`src/rtl/mem_arb_pkg.sv`:
```
// mem_arb_pkg: owner/guard-state types and the default starvation limit
// shared by mem_port_arbiter and its starvation guard.
package mem_arb_pkg;
   typedef enum logic [1:0] {OWN_NONE, OWN_CPU, OWN_EXT} owner_t;
   typedef enum logic [1:0] {ST_IDLE, ST_WAIT, ST_STEAL} guard_state_t;
   localparam int STARVE_LIMIT_DEF = 15;
endpackage

```
`src/rtl/mem_arb_starve_guard.sv`:
```
// mem_arb_starve_guard: counts cycles the external master is refused and
// raises steal for one cycle once it has waited STARVE_LIMIT+1 cycles.
module mem_arb_starve_guard
   import mem_arb_pkg::*;
#(
   parameter int STARVE_LIMIT = STARVE_LIMIT_DEF
) (
   input  logic clk,
   input  logic rstn,
   input  logic ext_valid,
   input  logic ext_ready,
   output logic steal
);
   guard_state_t q_state, d_state;
   logic [7:0] q_wait, d_wait;

   always_ff @(posedge clk)
      if (!rstn) begin
         q_state <= ST_IDLE;
         q_wait  <= '0;
      end else begin
         q_state <= d_state;
         q_wait  <= d_wait;
      end

   always_comb begin
      d_state = q_state;
      d_wait  = q_wait;
      case (q_state)
         ST_IDLE:
            if (ext_valid & ~ext_ready) begin
               d_state = ST_WAIT;
               d_wait  = 8'd1;
            end
         ST_WAIT:
            if (~ext_valid | ext_ready) begin
               d_state = ST_IDLE;
               d_wait  = '0;
            end else if (q_wait == STARVE_LIMIT[7:0])
               d_state = ST_STEAL;
            else
               d_wait = q_wait + 8'd1;
         default: begin
            d_state = ST_IDLE;
            d_wait  = '0;
         end
      endcase
   end

   assign steal = q_state == ST_STEAL;
endmodule

```
`src/rtl/mem_port_arbiter.sv`:
```
// mem_port_arbiter: CPU-priority arbiter for a single one-cycle-latency memory port.
// Define MEM_ARB_STARVE_GUARD_EN to let a starved external master steal a slot.
module mem_port_arbiter
   import mem_arb_pkg::*;
#(
   parameter int AW           = 32,
   parameter int STARVE_LIMIT = STARVE_LIMIT_DEF
) (
   input  logic          clk,
   input  logic          rstn,
   input  logic          cpu_valid,
   input  logic          cpu_write,
   input  logic [3:0]    cpu_wmask,
   input  logic [31:0]   cpu_wdata,
   input  logic [AW-1:0] cpu_addr,
   output logic [31:0]   cpu_rdata,
   output logic          cpu_stall,
   input  logic          ext_valid,
   input  logic          ext_write,
   input  logic [3:0]    ext_wmask,
   input  logic [31:0]   ext_wdata,
   input  logic [AW-1:0] ext_addr,
   output logic          ext_ready,
   output logic          ext_rvalid,
   output logic [31:0]   ext_rdata,
   output logic          mem_valid,
   output logic          mem_write,
   output logic [3:0]    mem_wmask,
   output logic [31:0]   mem_wdata,
   output logic [AW-1:0] mem_addr,
   input  logic [31:0]   mem_rdata
);
   logic   steal, ext_gnt, cpu_gnt, q_ext_read;
   owner_t q_owner;

   if (STARVE_LIMIT < 1 || STARVE_LIMIT > 255) begin : g_bad_limit
      $error("mem_port_arbiter: STARVE_LIMIT must be within 1..255");
   end

`ifdef MEM_ARB_STARVE_GUARD_EN
   mem_arb_starve_guard #(.STARVE_LIMIT(STARVE_LIMIT)) u_guard (
      .clk       (clk),
      .rstn      (rstn),
      .ext_valid (ext_valid),
      .ext_ready (ext_ready),
      .steal     (steal)
   );
`else
   assign steal = 1'b0;
`endif

   assign ext_gnt   = rstn & ext_valid & (~cpu_valid | steal);
   assign cpu_gnt   = rstn & cpu_valid & ~ext_gnt;
   assign ext_ready = ext_gnt;
   assign cpu_stall = rstn & steal;

   // Idle cycles still drive cpu_addr so a speculative CPU read sees data next cycle.
   assign mem_valid = ext_gnt | cpu_gnt;
   assign mem_write = ext_gnt ? ext_write : cpu_write;
   assign mem_wmask = ext_gnt ? ext_wmask : cpu_wmask;
   assign mem_wdata = ext_gnt ? ext_wdata : cpu_wdata;
   assign mem_addr  = ext_gnt ? ext_addr  : cpu_addr;

   assign cpu_rdata  = mem_rdata;
   assign ext_rdata  = mem_rdata;
   assign ext_rvalid = rstn & (q_owner == OWN_EXT) & q_ext_read;

   always_ff @(posedge clk)
      if (!rstn) begin
         q_owner    <= OWN_NONE;
         q_ext_read <= 1'b0;
      end else begin
         q_owner    <= ext_gnt ? OWN_EXT : cpu_gnt ? OWN_CPU : OWN_NONE;
         q_ext_read <= ext_gnt & ~ext_write;
      end
endmodule

```
`config.mk`:
```
export PLATFORM = sky130hd
export DESIGN_NAME = mem_port_arbiter
export DESIGN_NICKNAME = d
export VERILOG_FILES = /design/src/rtl/mem_arb_pkg.sv /design/src/rtl/mem_arb_starve_guard.sv /design/src/rtl/mem_port_arbiter.sv
export SDC_FILE = /design/constraint.sdc
export NUM_CORES = 1
export LEC_CHECK = 0
export BUFFER_PORTS_ARGS = -buffer_cell sky130_fd_sc_hd__buf_2
export CAP_MARGIN = 20
export CORE_AREA = 2 2 120 122
export CTS_CLUSTER_DIAMETER = 100
export DETAILED_ROUTE_END_ITERATION = 16
export DIE_AREA = 0 0 122 124
export GPL_TIMING_DRIVEN = 0
export SLEW_MARGIN = 25
export SYNTH_ARGS = -nofsm -noshare
export SYNTH_HDL_FRONTEND = slang
export SYNTH_SLANG_ARGS = --single-unit
```
`constraint.sdc`:
```
create_clock -name clk -period 2.88 [get_ports clk]
set_input_delay 0.576 -clock clk [delete_from_list [all_inputs] [get_ports clk]]
set_output_delay 0.576 -clock clk [all_outputs]
set_load 0.01 [all_outputs]
```
==> results.sh <==
export IMPL_outcome="complete, no violations"
export IMPL_path_cells="buf_2 > nand3b_1 > buf_6 > buf_12 > mux2_4 > buf_2"
export IMPL_dieArea_um2=15100
export IMPL_crit_type="input port to primary output"
export IMPL_synth_area_um2=1770
export IMPL_setup_viol=0
export IMPL_design_area_um2=3460
export IMPL_postRouteAntennaNets=0
export IMPL_drc=0
export IMPL_fmax_ghz=0.446
export IMPL_numCtsBuffers=3
export IMPL_grt_max_degree=11
export IMPL_leakage_nw=2.21
export IMPL_dominantRegCellSynth="dfxtp_1"
export IMPL_rsz0062_at_grt="false"
export IMPL_place_inst=610
export IMPL_place_area_um2=3380
export IMPL_antenna_cells=0
export IMPL_drive_gt1_share_pct=97.2
export IMPL_clockBufferDepth=2
export IMPL_yosysWarnings=0
export IMPL_antenna_found_initial=0
export IMPL_grt_pass1_wl_mm=8.56
export IMPL_tritoncts="built"
export IMPL_crit_family="buffers and inverters"
export IMPL_dr_pass1_iters=4
export IMPL_first_global_vias=1784
export IMPL_synthCells=153
export IMPL_synth_common_cells="mux2_4 (67), buf_4 (65), buf_12 (6), dfxtp_1 (3)"
export IMPL_vdd_drop_max_uv=125
export IMPL_critPathMaxFanout=10
export IMPL_synth_edf_count=0
export IMPL_ctsHoldBuffers=0
export IMPL_cp_required_ps=2300
export IMPL_area_growth_pct=95.5
export IMPL_via_per_inst=3.39
export IMPL_ys_types=14
export IMPL_p_per_area_nw_per_um2=221
export IMPL_critPathLaunchType="input port"
export IMPL_final_cells=614
export IMPL_slew_viol_final=0
export IMPL_clk_pin_slew_ps=30
export IMPL_grt_overflow=0
export IMPL_end_kind="primary output"
export IMPL_drtIter0Drc=29
export IMPL_die_w_um=122
export IMPL_cts_sinks=3
export IMPL_grt_usage_pct=7.15
export IMPL_path_common_cell="buf_2"
export IMPL_min_period_ps=2240
export IMPL_syn_avg_cell_area_um2=11.6
export IMPL_clockRootBuffer="clkbuf_16"
export IMPL_synthTopCellsByArea="mux2_4 (57%), buf_4 (28%), buf_12 (6.8%)"
export IMPL_ctsResizeCount=0
export IMPL_nets=609
export IMPL_avgRoutedWirePerCell_um=11.1
export IMPL_ys_seq_elements=3
export IMPL_wl_mm=6.79
export IMPL_place_hpwl_mm=6.21
export IMPL_maxCapViolCount=0
export IMPL_dieHeight_um=124
export IMPL_synth_most_common_cell="mux2_4"
export IMPL_synthArstFlopShare_pct=0
export IMPL_synth_net_count=327
export IMPL_path_buf_inv=4
export IMPL_arrival_ps=1670
export IMPL_core_rowCount=43
export IMPL_initial_core_util_pct=12.9
export IMPL_coreArea_um2=13700
export IMPL_fin_crit_sh_pct=77.9
export IMPL_cts_setup_buffers=0
export IMPL_max_stage_delay_ps=310
export IMPL_hp_class="input port to flop"
export IMPL_holdWs_ps=526
export IMPL_hold_viol_final=0
export IMPL_cpMaxStageDelayCell="mux2_4"
export IMPL_yosysSeqAreaShare_pct=3.39
export IMPL_yosys_area_top_type="mux2_4"
export IMPL_finalSetupTns_ps=0
export IMPL_cts_max_level=1
export IMPL_num_vias=2083
export IMPL_synth_top_cell_area_share_pct=56.9
export IMPL_io_buffers=277
export IMPL_ios=311
export IMPL_place_gp_congestion=0.767
-- layout make-up --
class,instances,area [um2]
Buffer,73,634
Tap cell,180,225
Clock buffer,4,78.8
Inverter,2,7.51
Multi-Input combinational cell,75,1070
Sequential cell,3,60.1
Timing Repair Buffer,277,1390
Fill cell,1506,10300
-- path summary, 6_finish.rpt --
path,cells after the start,to,startpoint
max,6,mem_addr[6],cpu_valid
min,2,q_ext_read$_SDFF_PN0_,ext_write
-- layer usage --
metal  routed length (um)  GRT usage (%)  vias to the layer above
met2                 3560           14.3                      173
met1                 2280           8.04                      890
li1                     -              -                     1018
met5                    0              0                        -
met3                  937           1.28                        2
met4                    8          0.862                        0
-- kinds of logic after synthesis --
logic type	Yosys count	synth area share, %
and+or+nand+nor	4	1.56
buffers and inverters	75	36.3
AOI/OAI and AO/OA	1	0.424
other	1	0.212
DFF	3	3.39
muxes	69	58.1
-- flip-flops by register name, summed over array words and instances, names as in the netlist --
| name | cells |
|---|---|
| q_ext_read | 1 |
| q_owner | 2 |
-- report_power, final --
group | switching (mW) | internal (mW) | leakage (nW)
clock network | 0.0357 | 0.182 | 0.0382
logic | 0.189 | 0.313 | 2.15
registers | 0.000247 | 0.0435 | 0.0247
total | 0.225 | 0.539 | 2.21
-- metrics by stage --
stage / power, mW / setup slack, ps / utilization (%)
6_report: 0.764 / 636 / 25.2
5_1_grt: 0.811 / 572 / 25.2
4_1_cts: 0.776 / 606 / 25.2
3_3_place_gp: 0.549 / 607 / 24.6
2_1_floorplan: 0.329 / 952 / -
3_5_place_dp: 0.553 / 612 / 24.6
-- cell usage in the layout (no fill, tap or decap), drive strengths merged --
cell / Yosys / layout
buf: 73 / 350
mux2: 69 / 69
clkbuf: 0 / 4
dfxtp: 3 / 3
inv: 2 / 2
nand3b: 1 / 1
and4b: 1 / 1
o21a: 1 / 1
nor2: 1 / 1
and2: 1 / 1
conb: 1 / 1
Note: power is estimated with default switching activity, not from simulation.
